--- config.mk ---
export PLATFORM = sky130hd
export DESIGN_NAME = des_key_sched
export DESIGN_NICKNAME = d
export VERILOG_FILES = /design/src/rtl/des_key_sched.sv
export SDC_FILE = /design/constraint.sdc
export NUM_CORES = 1
export LEC_CHECK = 0
export CORE_ASPECT_RATIO = 1.4
export CORE_MARGIN = 10
export CORE_UTILIZATION = 46
export DETAILED_ROUTE_END_ITERATION = 6
export PLACE_DENSITY = 0.89
export SKIP_LAST_GASP = 1
export SYNTH_ARGS = -nofsm -noshare
export SYNTH_HDL_FRONTEND = slang
export SYNTH_SLANG_ARGS = --single-unit
--- constraint.sdc ---
create_clock -name i_clk -period 2.3 [get_ports i_clk]
set_input_delay 0.23 -clock i_clk [delete_from_list [all_inputs] [get_ports i_clk]]
set_output_delay 0.23 -clock i_clk [all_outputs]
set_load 0.02 [all_outputs]
--- src/rtl/des_key_sched.sv ---
// DES key schedule: forms C0/D0 from the 64-bit key (PC-1 or direct),
// then emits the 16 PC-2 round keys, one per accepted handshake, in
// encrypt (K1..K16) or decrypt (K16..K1) order with ready/valid flow control.
module des_key_sched #(
    parameter logic [15:0] SHIFT_SCHEDULE = 16'h8103,
    parameter bit          PC1_EN         = 1'b1
) (
    input  logic        i_clk,
    input  logic        i_rst_n,
    input  logic        i_start,
    input  logic [63:0] i_key,
    input  logic        i_encrypt,
    input  logic        i_abort,
    input  logic        i_key_rdy,
    output logic        o_ready,
    output logic [47:0] o_key,
    output logic        o_key_vld,
    output logic [3:0]  o_round,
    output logic        o_last,
    output logic        o_encrypt
);

    typedef enum logic {IDLE, RUN} state_t;

    // DES bit numbers (1 = MSB) of the key feeding each C0/D0 bit, MSB first.
    localparam logic [447:0] PC1_TAB = {
        8'd57, 8'd49, 8'd41, 8'd33, 8'd25, 8'd17, 8'd9,  8'd1,
        8'd58, 8'd50, 8'd42, 8'd34, 8'd26, 8'd18, 8'd10, 8'd2,
        8'd59, 8'd51, 8'd43, 8'd35, 8'd27, 8'd19, 8'd11, 8'd3,
        8'd60, 8'd52, 8'd44, 8'd36, 8'd63, 8'd55, 8'd47, 8'd39,
        8'd31, 8'd23, 8'd15, 8'd7,  8'd62, 8'd54, 8'd46, 8'd38,
        8'd30, 8'd22, 8'd14, 8'd6,  8'd61, 8'd53, 8'd45, 8'd37,
        8'd29, 8'd21, 8'd13, 8'd5,  8'd28, 8'd20, 8'd12, 8'd4
    };

    // Bit numbers (1 = MSB of C) of the 56-bit C||D feeding each round-key bit.
    localparam logic [383:0] PC2_TAB = {
        8'd14, 8'd17, 8'd11, 8'd24, 8'd1,  8'd5,  8'd3,  8'd28,
        8'd15, 8'd6,  8'd21, 8'd10, 8'd23, 8'd19, 8'd12, 8'd4,
        8'd26, 8'd8,  8'd16, 8'd7,  8'd27, 8'd20, 8'd13, 8'd2,
        8'd41, 8'd52, 8'd31, 8'd37, 8'd47, 8'd55, 8'd30, 8'd40,
        8'd51, 8'd45, 8'd33, 8'd48, 8'd44, 8'd49, 8'd39, 8'd56,
        8'd34, 8'd53, 8'd46, 8'd42, 8'd50, 8'd36, 8'd29, 8'd32
    };

    function automatic logic [55:0] pc1_f(input logic [63:0] key);
        logic [447:0] tab;
        logic [55:0]  res;
        logic [5:0]   idx;
        tab = PC1_TAB;
        res = '0;
        for (int i = 0; i < 56; i++) begin
            idx = 6'(8'd64 - tab[447:440]);
            res = {res[54:0], key[idx]};
            tab = {tab[439:0], 8'd0};
        end
        return res;
    endfunction

    function automatic logic [47:0] pc2_f(input logic [55:0] cd);
        logic [383:0] tab;
        logic [47:0]  res;
        logic [5:0]   idx;
        tab = PC2_TAB;
        res = '0;
        for (int i = 0; i < 48; i++) begin
            idx = 6'(8'd56 - tab[383:376]);
            res = {res[46:0], cd[idx]};
            tab = {tab[375:0], 8'd0};
        end
        return res;
    endfunction

    function automatic logic [27:0] rot_l(input logic [27:0] v, input logic by1);
        return by1 ? {v[26:0], v[27]} : {v[25:0], v[27:26]};
    endfunction

    function automatic logic [27:0] rot_r(input logic [27:0] v, input logic by1);
        return by1 ? {v[0], v[27:1]} : {v[1:0], v[27:2]};
    endfunction

    state_t      state_q, state_d;
    logic [27:0] c_q, c_d, d_q, d_d;
    logic [47:0] key_q, key_d;
    logic [3:0]  round_q, round_d;
    logic        enc_q, enc_d;
    logic [55:0] cd0;
    logic [3:0]  sidx;
    logic        shift_one;

    // Parity bits (and, without PC-1, the top byte) never reach a round key.
    logic unused_key_bits;
    assign unused_key_bits = ^i_key;

    // Next-state: load on accept, rotate and re-permute on each handshake.
    always_comb begin
        // NOTE: every variable gets a default first so no path infers a latch.
        state_d   = state_q;
        c_d       = c_q;
        d_d       = d_q;
        key_d     = key_q;
        round_d   = round_q;
        enc_d     = enc_q;
        sidx      = '0;
        shift_one = 1'b0;
        cd0       = PC1_EN ? pc1_f(i_key) : i_key[55:0];

        case (state_q)
            IDLE: begin
                if (i_start && !i_abort) begin
                    state_d = RUN;
                    enc_d   = i_encrypt;
                    round_d = 4'd0;
                    if (i_encrypt) begin
                        c_d = rot_l(cd0[55:28], SHIFT_SCHEDULE[0]);
                        d_d = rot_l(cd0[27:0], SHIFT_SCHEDULE[0]);
                    end else begin
                        c_d = cd0[55:28];
                        d_d = cd0[27:0];
                    end
                    key_d = pc2_f({c_d, d_d});
                end
            end
            RUN: begin
                if (i_abort) begin
                    state_d = IDLE;
                end else if (i_key_rdy) begin
                    if (round_q == 4'd15) begin
                        state_d = IDLE;
                    end else begin
                        round_d = round_q + 4'd1;
                        if (enc_q) begin
                            sidx      = round_q + 4'd1;
                            shift_one = SHIFT_SCHEDULE[sidx];
                            c_d       = rot_l(c_q, shift_one);
                            d_d       = rot_l(d_q, shift_one);
                        end else begin
                            sidx      = 4'd15 - round_q;
                            shift_one = SHIFT_SCHEDULE[sidx];
                            c_d       = rot_r(c_q, shift_one);
                            d_d       = rot_r(d_q, shift_one);
                        end
                        key_d = pc2_f({c_d, d_d});
                    end
                end
            end
            default: state_d = IDLE;
        endcase
    end

    // State registers with asynchronous clear.
    always_ff @(posedge i_clk or negedge i_rst_n) begin
        if (!i_rst_n) begin
            state_q <= IDLE;
            c_q     <= '0;
            d_q     <= '0;
            key_q   <= '0;
            round_q <= '0;
            enc_q   <= 1'b0;
        end else begin
            // NOTE: non-blocking so every flop samples the pre-edge values.
            state_q <= state_d;
            c_q     <= c_d;
            d_q     <= d_d;
            key_q   <= key_d;
            round_q <= round_d;
            enc_q   <= enc_d;
        end
    end

    assign o_ready   = (state_q == IDLE);
    assign o_key_vld = (state_q == RUN);
    assign o_key     = key_q;
    assign o_round   = round_q;
    assign o_last    = o_key_vld && (round_q == 4'd15);
    assign o_encrypt = enc_q;

endmodule

After elaboration in Yosys (flattened, before gate mapping)

Memory sizes are Yosys's and may differ from the RTL's.
Cells that the tools add are included.

$add $sub $neg: 2
Eq/ne operators: 5
Mux-type cells: 35
Order comparisons: 2
Bitwise gates (word level): 1
Reductions and logical operators: 5

Operator list:

| cell                                                                         | number |
|---|---|
| 28-bit 2-to-1 mux                                                            | 16 |
| 48-bit 2-to-1 mux                                                            | 4 |
| 28-bit case mux with 2 select lines                                          | 2 |
| 48-bit case mux with 2 select lines                                          | 1 |
| 4-bit 2-to-1 mux                                                             | 4 |
| 4-bit by 5-bit less-than comparator with 1-bit output, second input constant | 2 |
| 4-bit case mux with 2 select lines                                           | 1 |
| 1-bit 2-to-1 mux                                                             | 6 |
| 2-bit != test, second input constant                                         | 3 |
| 4-bit by 1-bit adder with 4-bit output, second input constant                | 1 |
| 4-bit equality test, second input constant                                   | 1 |
| 4-bit AND reduction                                                          | 1 |
| 4-bit subtractor, first input constant                                       | 1 |
| 1-bit logical AND                                                            | 2 |
| 2-bit by 1-bit != test with 1-bit output, second input constant              | 1 |
| 1-bit case mux with 2 select lines                                           | 1 |
| 2-bit AND reduction                                                          | 1 |
| 1-bit logical NOT                                                            | 1 |
| 1-bit inverter                                                               | 1 |

Input port bits: 70
Bits in read-only memories: 32
Memories: 2
Logic and storage cells: 58
Register bits: 110

Memory list:

| memory          | depth | bits a word | read ports | clocked after memory_dff | wr ports | RTL line | text |
|---|---|---|---|---|---|---|---|
| (no name shown) | 16    | 1           | 1          | 0                        | 0        | 139      | `shift_one = SHIFT_SCHEDULE[sidx];` |
| (no name shown) | 16    | 1           | 1          | 0                        | 0        | 134      | `shift_one = SHIFT_SCHEDULE[sidx];` |

Logic depth before layout (Yosys ltp)

Gate-level depths: netlist of the first run.

Depth after elaboration: 9
Gate-level depth with buffers: 10
Mapped depth without buffers: 7

Worst setup path after synthesis of the first run

No wires, ideal clock.

Path type: reg-to-reg
From: register round_q[1] (netlist: o_round[1])
To: register c_q[3]
Required time: 2.177 ns
Arrival time: 2.377 ns
Path buffers: 4
Cell stages (with the launch flop): 11
Setup time: 0.123 ns
Slack: -0.200 ns
Path through: dfrtp_1 -> ha_1 -> buf_2 -> and3_4 -> nor2_4 -> and2_1 -> buf_4 -> or3b_1 -> buf_4 -> buf_6 -> o221a_1

Word-level cells in the longest chain between the ends: 9
Elaborated cells on any way between the ends: 16
Those cells by class: add/sub (2); eq/ne (2); mux (9); reduce/logical (1); memory (2)

RTL lines:

| item                                                                       | RTL line | text |
|---|---|---|
| start, declared                                                            | 85       | `logic [3:0] round_q, round_d;` |
| start signal, assigned                                                     | 166      | `round_q <= round_d;` |
| 4-bit subtractor or 4-bit by 1-bit adder with 4-bit output (tied branches) | 138, 133 |  |
| memory 16 x 1 bit (on tied branches)                                       | -        |  |
| 1-bit 2-to-1 mux (on tied branches)                                        | 139, 134 |  |
| 28-bit 2-to-1 mux (on tied branches)                                       | 79, 75   |  |
| 28-bit 2-to-1 mux                                                          | 132      | `if (enc_q) begin` |
| 28-bit 2-to-1 mux                                                          | 128      | `if (round_q == 4'd15) begin` |
| 28-bit 2-to-1 mux                                                          | 127      | `end else if (i_key_rdy) begin` |
| 28-bit 2-to-1 mux                                                          | 125      | `if (i_abort) begin` |
| 28-bit case mux with 2 select lines                                        | 108      | `case (state_q)` |
| end signal, assigned                                                       | 155      | `c_q <= '0;` |
| end signal, assigned                                                       | 163      | `c_q <= c_d;` |
| end, declared                                                              | 83       | `logic [27:0] c_q, c_d, d_q, d_d;` |

Parallel ways exist; a longest one is shown, timed or not. The select of a mux whose other input is x is not followed.
A chain may end at the register's enable or synchronous reset.

Worst setup path in the final report of the first run

From: register round_q[1] (netlist: o_round[1])
To: output port o_last

Word-level cells in the longest chain between the ends: 2

RTL lines:

| item                | RTL line | text |
|---|---|---|
| 4-bit equality test | 175      | `assign o_last = o_key_vld && (round_q == 4'd15);` |
| 1-bit logical AND   | 175      |  |
| end, declared       | 19       | `output logic o_last,` |

Every way passes these cells.

==> metrics.csv, run 1 <==
metric;value;unit
PwrDens;904.8;nW/um2
status;completed;
core area;10920;um2
initial antenna violation count;0;
Post-Route Setup TNS;0;ns
Setup Skew;0.005614;ns
Synth Cell Area;5146;um2
GRT Overall Usage;19.86;%
largest net degree at the start of global routing;55;
post-DR vias/cell;6.463;
final hold violation count;0;
async set-reset flop share out of synthesis;100.0;%
fillers;894;
clk root buf;clkbuf_16;
Unique masters post-synth;43;
Residual DRC;0;
Tcrit/Tclk final;94.29;%
Synth top cells by count;nand2_1 (116), mux2i_1 (63), dfrtp_1 (62);
FF+latch area;1554;um2
diode count;0;
via count;5293;
fmax;461.1;MHz
Reg clk slew, reported paths;0.06;ns
width of the chip;109.4;um
Ports;126;
first-pass GRT wire length;26.21;mm
Worst Reg2Reg Path Length in Cells;8;
post-DR wirelength/cell;20.13;um
grt total ovfl;0;
syn avg cell area;8.300;um2
Num CTS Buffers;9;
max-cap violation count;0;
count leader, synth;nand2_1;
Static Leak;2.682;nW
synth top area cells;dfrtp_1 (30%), mux2i_1 (12%), o221a_1 (10%);
number of routed nets with antenna violations;0;
DP HPWL;11.21;mm
CTS tree;yes;
leading area contributor after synthesis;dfrtp_1;
Synth Register Bits;62;
nets@finish;749;
Setup-failing EPs final;0;
DIE HEIGHT;145.2;um
Hold Crit Class;input pin to async pin;
H-tree levels;3;
crit-path max FO;10;
min Tclk post-route;2.169;ns
# rows;45;
Worst Setup Start Kind;flip-flop;
DP Cell Count;804;
PortBufs;117;
die area;15880;um2
area of the multi-input gates;2999;um2
Min Hold Slack;0.007712;ns
CTS max path bufs;2;
headroom to the max-slew limit;43.18;%
syn_nets;695;
vias in the first global route;5083;
arrival time worst endpoint;1.94;ns
Post-synth EDFFs;0;
warnings from Yosys;0;
Primary FF master, synth;dfrtp_1;
Synth top area share;30.15;%
WL final;16.49;mm
post-synthesis cell count;620;
share of cells above drive strength 1;10.32;%
Initial Util;47.11;%
worst vdd ir;584.0;uV
critical path class;flip-flop to output port;
RR Startpoint;o_round[0];
Worst EP required;2.07;ns
GPL Wtd Cong;0.8680;
worst reg2reg endpoint;d_q[19];
Pre-Repair DR Iteration Count;5;
Crit. End Element;output port;
RSZ-0062 raised after global routing;no;
Hold Buf Count CTS;0;
proportion of synthesized chip area in sequential cells;30.15;%
Slew Viols, Final;0;
clock latency on the worst-skew pair;0.33;ns
Iter 0 DRT Violations;470;
Tightest Pin Transition;0.8523;ns
P&R area growth vs syn;28.18;%
flop2flop setup slack;0.14;ns
Cell Count, Final, Fillers Out;819;
CTS sink cnt;62;
## what timing repair did
item	4_1_cts	5_1_grt
resized for setup	0	2
endpoints found under the setup margin	0	43
setup buffers	0	0
## registers in the layout, summed over array words and instances, names as in the netlist
signal     flops
c_q           27
d_q           27
o_encrypt      1
o_key          2
o_key_vld      1
o_round        4
## worst max-delay path: stages, from the launching register on
cell	delay, ns
dfrtp_2	0.43
ha_4	0.21
and3_4	0.24
and2_1	0.14
clkdlybuf4s50_1	0.60
## cells by family after synthesis
family,Yosys count,synth area share [%]
AOI/OAI and AO/OA,184,26.53
xor gates and xnor gates,2,0.3404
adders and majority gates,5,1.216
buffers and inverters,111,12.72
DFF,62,30.15
muxes,64,12.47
and+or+nand+nor,192,16.58
## worst max-delay path by stage
| stage | start | endpoint | slack (ns) | cells after the start |
|---|---|---|---|---|
| 4_1_cts | o_round[1] | o_last | 0.03 | 4 |
| 3_3_place_gp | i_abort | d_q[24] | -0.03 | 7 |
| 6_report | o_round[1] | o_last | 0.13 | 4 |
| 2_1_floorplan | o_round[0] | c_q[3] | -0.06 | 10 |
| 5_1_grt | o_round[1] | c_q[20] | 0.06 | 8 |
| 3_5_place_dp | i_abort | c_q[23] | -0.08 | 7 |
## per-layer routing
layer  routed length [um]  share of wire [%]  GRT usage, %  vias to the layer above
li1                     -                  -             -                     2368
met1                 6165                 37         23.52                     2567
met2                 8402                 51         33.55                      315
met3                 1529                9.3         5.091                       43
met4                  389                2.4         6.527                        0
met5                    0                  0             0                        -
## placed cells by master, fill, tap and decap left out, types with 2 or more instances in the layout
master / n
a21oi_1: 5
a221o_1: 2
a311oi_1: 2
a31oi_1: 54
buf_12: 10
buf_4: 22
bufinv_16: 2
clkbuf_16: 9
clkbuf_8: 2
clkdlybuf4s50_1: 115
clkinv_2: 2
dfrtp_1: 60
dfrtp_2: 2
ha_1: 4
inv_1: 5
mux2i_1: 63
nand2_1: 116
nand3_1: 55
nor2_1: 2
nor2_4: 2
nor2b_1: 2
nor3_1: 4
o211a_1: 3
o211ai_1: 3
o21ai_0: 55
o21ai_4: 2
o221a_1: 47
o221a_2: 4
o31ai_1: 2
or2_2: 2
xnor2_1: 2
## through the flow
step	power [W]	area, um2	util (%)	setup WS (ns)
2_1_floorplan	0.003569	5167	-	-0.05814
4_1_cts	0.005936	6584	60.27	0.03100
3_3_place_gp	0.004326	6261	57.32	-0.03389
5_1_grt	0.006267	6596	60.39	0.05713
6_report	0.005968	6596	60.39	0.1312
3_5_place_dp	0.004424	6261	57.32	-0.08153
## layout make-up
class | count | share of cell area (%)
clock inverter | 4 | 1.062
sequential | 62 | 23.56
clock buffer | 11 | 3.832
inverter | 6 | 0.3414
timing repair buffer | 148 | 23.07
tap | 141 | 2.675
multi-input combinational | 447 | 45.47
## power breakdown
group          internal, W  switching (W)  total (W)
logic              0.00123        0.00134    0.00257
registers          0.00138       0.000523    0.00191
clock network     0.000997       0.000493    0.00149
Power figures use the tool's default switching activity.
==> run 2, diff against run 1 <==
CTS_CLUSTER_SIZE = 30   (was unset)
==> results of run 2 <==
The final DEF is identical to that of run 1; final timing and power are the same.
==> run 3, diff against run 2 <==
CORE_UTILIZATION = 51   (was 46)
PLACE_DENSITY = 0.93   (was 0.89)
RECOVER_POWER = 25   (was unset)
clock period = 2.1 ns   (was 2.3 ns; I/O delays follow)
==> metrics.csv, run 3 (synthesis results as in run 1) <==
metric;value;unit;change
status;finished with violations;;
failing checks;design-rule violations, negative setup slack;;
GRT Overall Usage;23.20;%;+3.3 points
Hold Crit Class;input pin to flip-flop;;
Pre-Repair DR Iteration Count;7;;+2
share of cells above drive strength 1;14.29;%;+4.0 points
via count;5576;;+5.3%
min Tclk post-route;2.200;ns;
CP Launch Point;o_round[1];;
CTS sink cnt;62;;unchanged
Crit. End Element;flip-flop;;
final hold violation count;0;;unchanged
GPL Wtd Cong;0.8927;;+2.8%
largest net degree at the start of global routing;62;;+13%
flop2flop setup slack;-0.1;ns;-0.24 ns
Initial Util;51.98;%;+4.9 points
Iter 0 DRT Violations;721;;+53%
vias in the first global route;5421;;+6.6%
Slew Viols, Final;0;;unchanged
DP Cell Count;807;;+0.37%
max-cap violation count;0;;unchanged
first-pass GRT wire length;28.33;mm;+8.1%
core area;9899;um2;-9.4%
nets@finish;770;;+2.8%
post-DR vias/cell;6.678;;+3.3%
CTS max path bufs;2;;unchanged
diode count;0;;unchanged
critical path class;flip-flop to flip-flop;;
Setup Skew;0.008990;ns;+0.003376 ns
WL final;18.74;mm;+14%
die area;14570;um2;-8.3%
worst vdd ir;504.2;uV;-14%
DIE HEIGHT;138.9;um;-4.3%
Residual DRC;14;;+14
Tcrit/Tclk final;104.7;%;
Static Leak;2.815;nW;+5.0%
Worst EP required;2.31;ns;+0.24 ns
Worst Reg2Reg Path Length in Cells;8;;unchanged
Min Hold Slack;0.5393;ns;+0.5316 ns
width of the chip;104.9;um;-4.1%
CTS tree;yes;;
fillers;697;;-22%
arrival time worst endpoint;2.41;ns;+0.47 ns
P&R area growth vs syn;33.77;%;
most common cell after layout, fill and taps aside;nand2_1;;
grt total ovfl;0;;unchanged
most frequent cells in the layout;nand2_1 (116), clkdlybuf4s50_1 (114), mux2i_1 (61);;
Final WS setup;-0.09970;ns;-0.2309 ns
fmax;454.6;MHz;
Num CTS Buffers;9;;unchanged
DP HPWL;11.52;mm;+2.8%
Worst Setup Start Kind;flip-flop;;
Cell Count, Final, Fillers Out;835;;+2.0%
Tightest Pin Transition;0.9277;ns;+0.07542 ns
headroom to the max-slew limit;38.15;%;-5.0 points
post-DR wirelength/cell;22.44;um;+11%
H-tree levels;3;;unchanged
clk root buf;clkbuf_16;;
clock latency on the worst-skew pair;0.34;ns;about the same
initial antenna violation count;0;;unchanged
number of routed nets with antenna violations;0;;unchanged
# rows;43;;-4.4%
RR Startpoint;o_round[1];;
RSZ-0062 raised after global routing;yes;;
final core utilization;69.54;%;+9.2 points
Worst Setup EP;d_q[2];;
Placed Area;6309;um2;+0.76%
Reg clk slew, reported paths;0.06;ns;about the same
Tot Pwr;0.006674;W;+12%
PortBufs;117;;unchanged
Final Cell Area;6884;um2;+4.4%
crit-path max FO;9;;-1
PwrDens;969.5;nW/um2;+7.2%
worst reg2reg endpoint;d_q[2];;
Ports;126;;unchanged
Setup-failing EPs final;5;;+5
==> run 3: worst min-delay path by stage <==
stage	start	slack, ns	cells after the start	to
finish	i_start	0.54	3	o_key_vld
global placement	i_rst_n	0.32	1	d_q[16]
detailed placement	i_rst_n	0.33	1	d_q[17]
CTS	i_rst_n	0.53	2	d_q[18]
global route	i_start	0.56	3	o_key_vld
floorplan	i_rst_n	-0.09	0	c_q[0]
==> run 3: power breakdown <==
group	switching, W	total, W	internal, W
Sequential	0.000606	0.00212	0.00151
Combinational	0.00160	0.00306	0.00146
Clock	0.000575	0.00150	0.000921
Total	0.00278	0.00667	0.00389
==> run 3: per-stage QoR <==
step                      setup slack, ns  setup TNS (ns)
final                            -0.09970         -0.1409
after global routing             -0.06310         -0.5835
after CTS                        -0.04003         -0.5780
after detailed placement          -0.2676          -12.77
after global placement            -0.2389          -11.39
after floorplan                   -0.2581          -13.43
==> run 3: timing repair <==
item / CTS / global route
gates cloned: 1 / 3
setup buffers: 0 / 7
endpoints found under the hold margin: 33 / 0
resized for setup: 7 / 18
hold buffers: 1 / 0
setup endpoints to repair: 55 / 53
pin swaps: 0 / 8
==> run 3: worst max-delay path: stages (launching register included) <==
cell and delay (ns):
dfrtp_2 0.43, buf_4 0.18, ha_1 0.19, o21ai_0 0.15, nor3_1 0.06, a311oi_1 0.47, buf_4 0.23, mux2i_1 0.24
a21oi_1 0.11
==> run 3: cell type report <==
type	count	area, um2	share of cell area [%]
Clock buffer	9	225.2	3.272
Clock inverter	7	72.57	1.054
Tap cell	135	168.9	2.454
Multi-Input combinational cell	447	3057	44.40
Inverter	6	22.52	0.3272
Sequential cell	62	1556	22.61
Timing Repair Buffer	169	1782	25.88
==> run 3: routing by layer <==
layer / up-vias / track usage [%] / share of wire [%]
li1: 2420 / - / -
met1: 2657 / 25.89 / 36
met2: 435 / 41.01 / 51
met3: 64 / 5.814 / 10
met4: 0 / 8.986 / 3.2
met5: - / 0 / 0
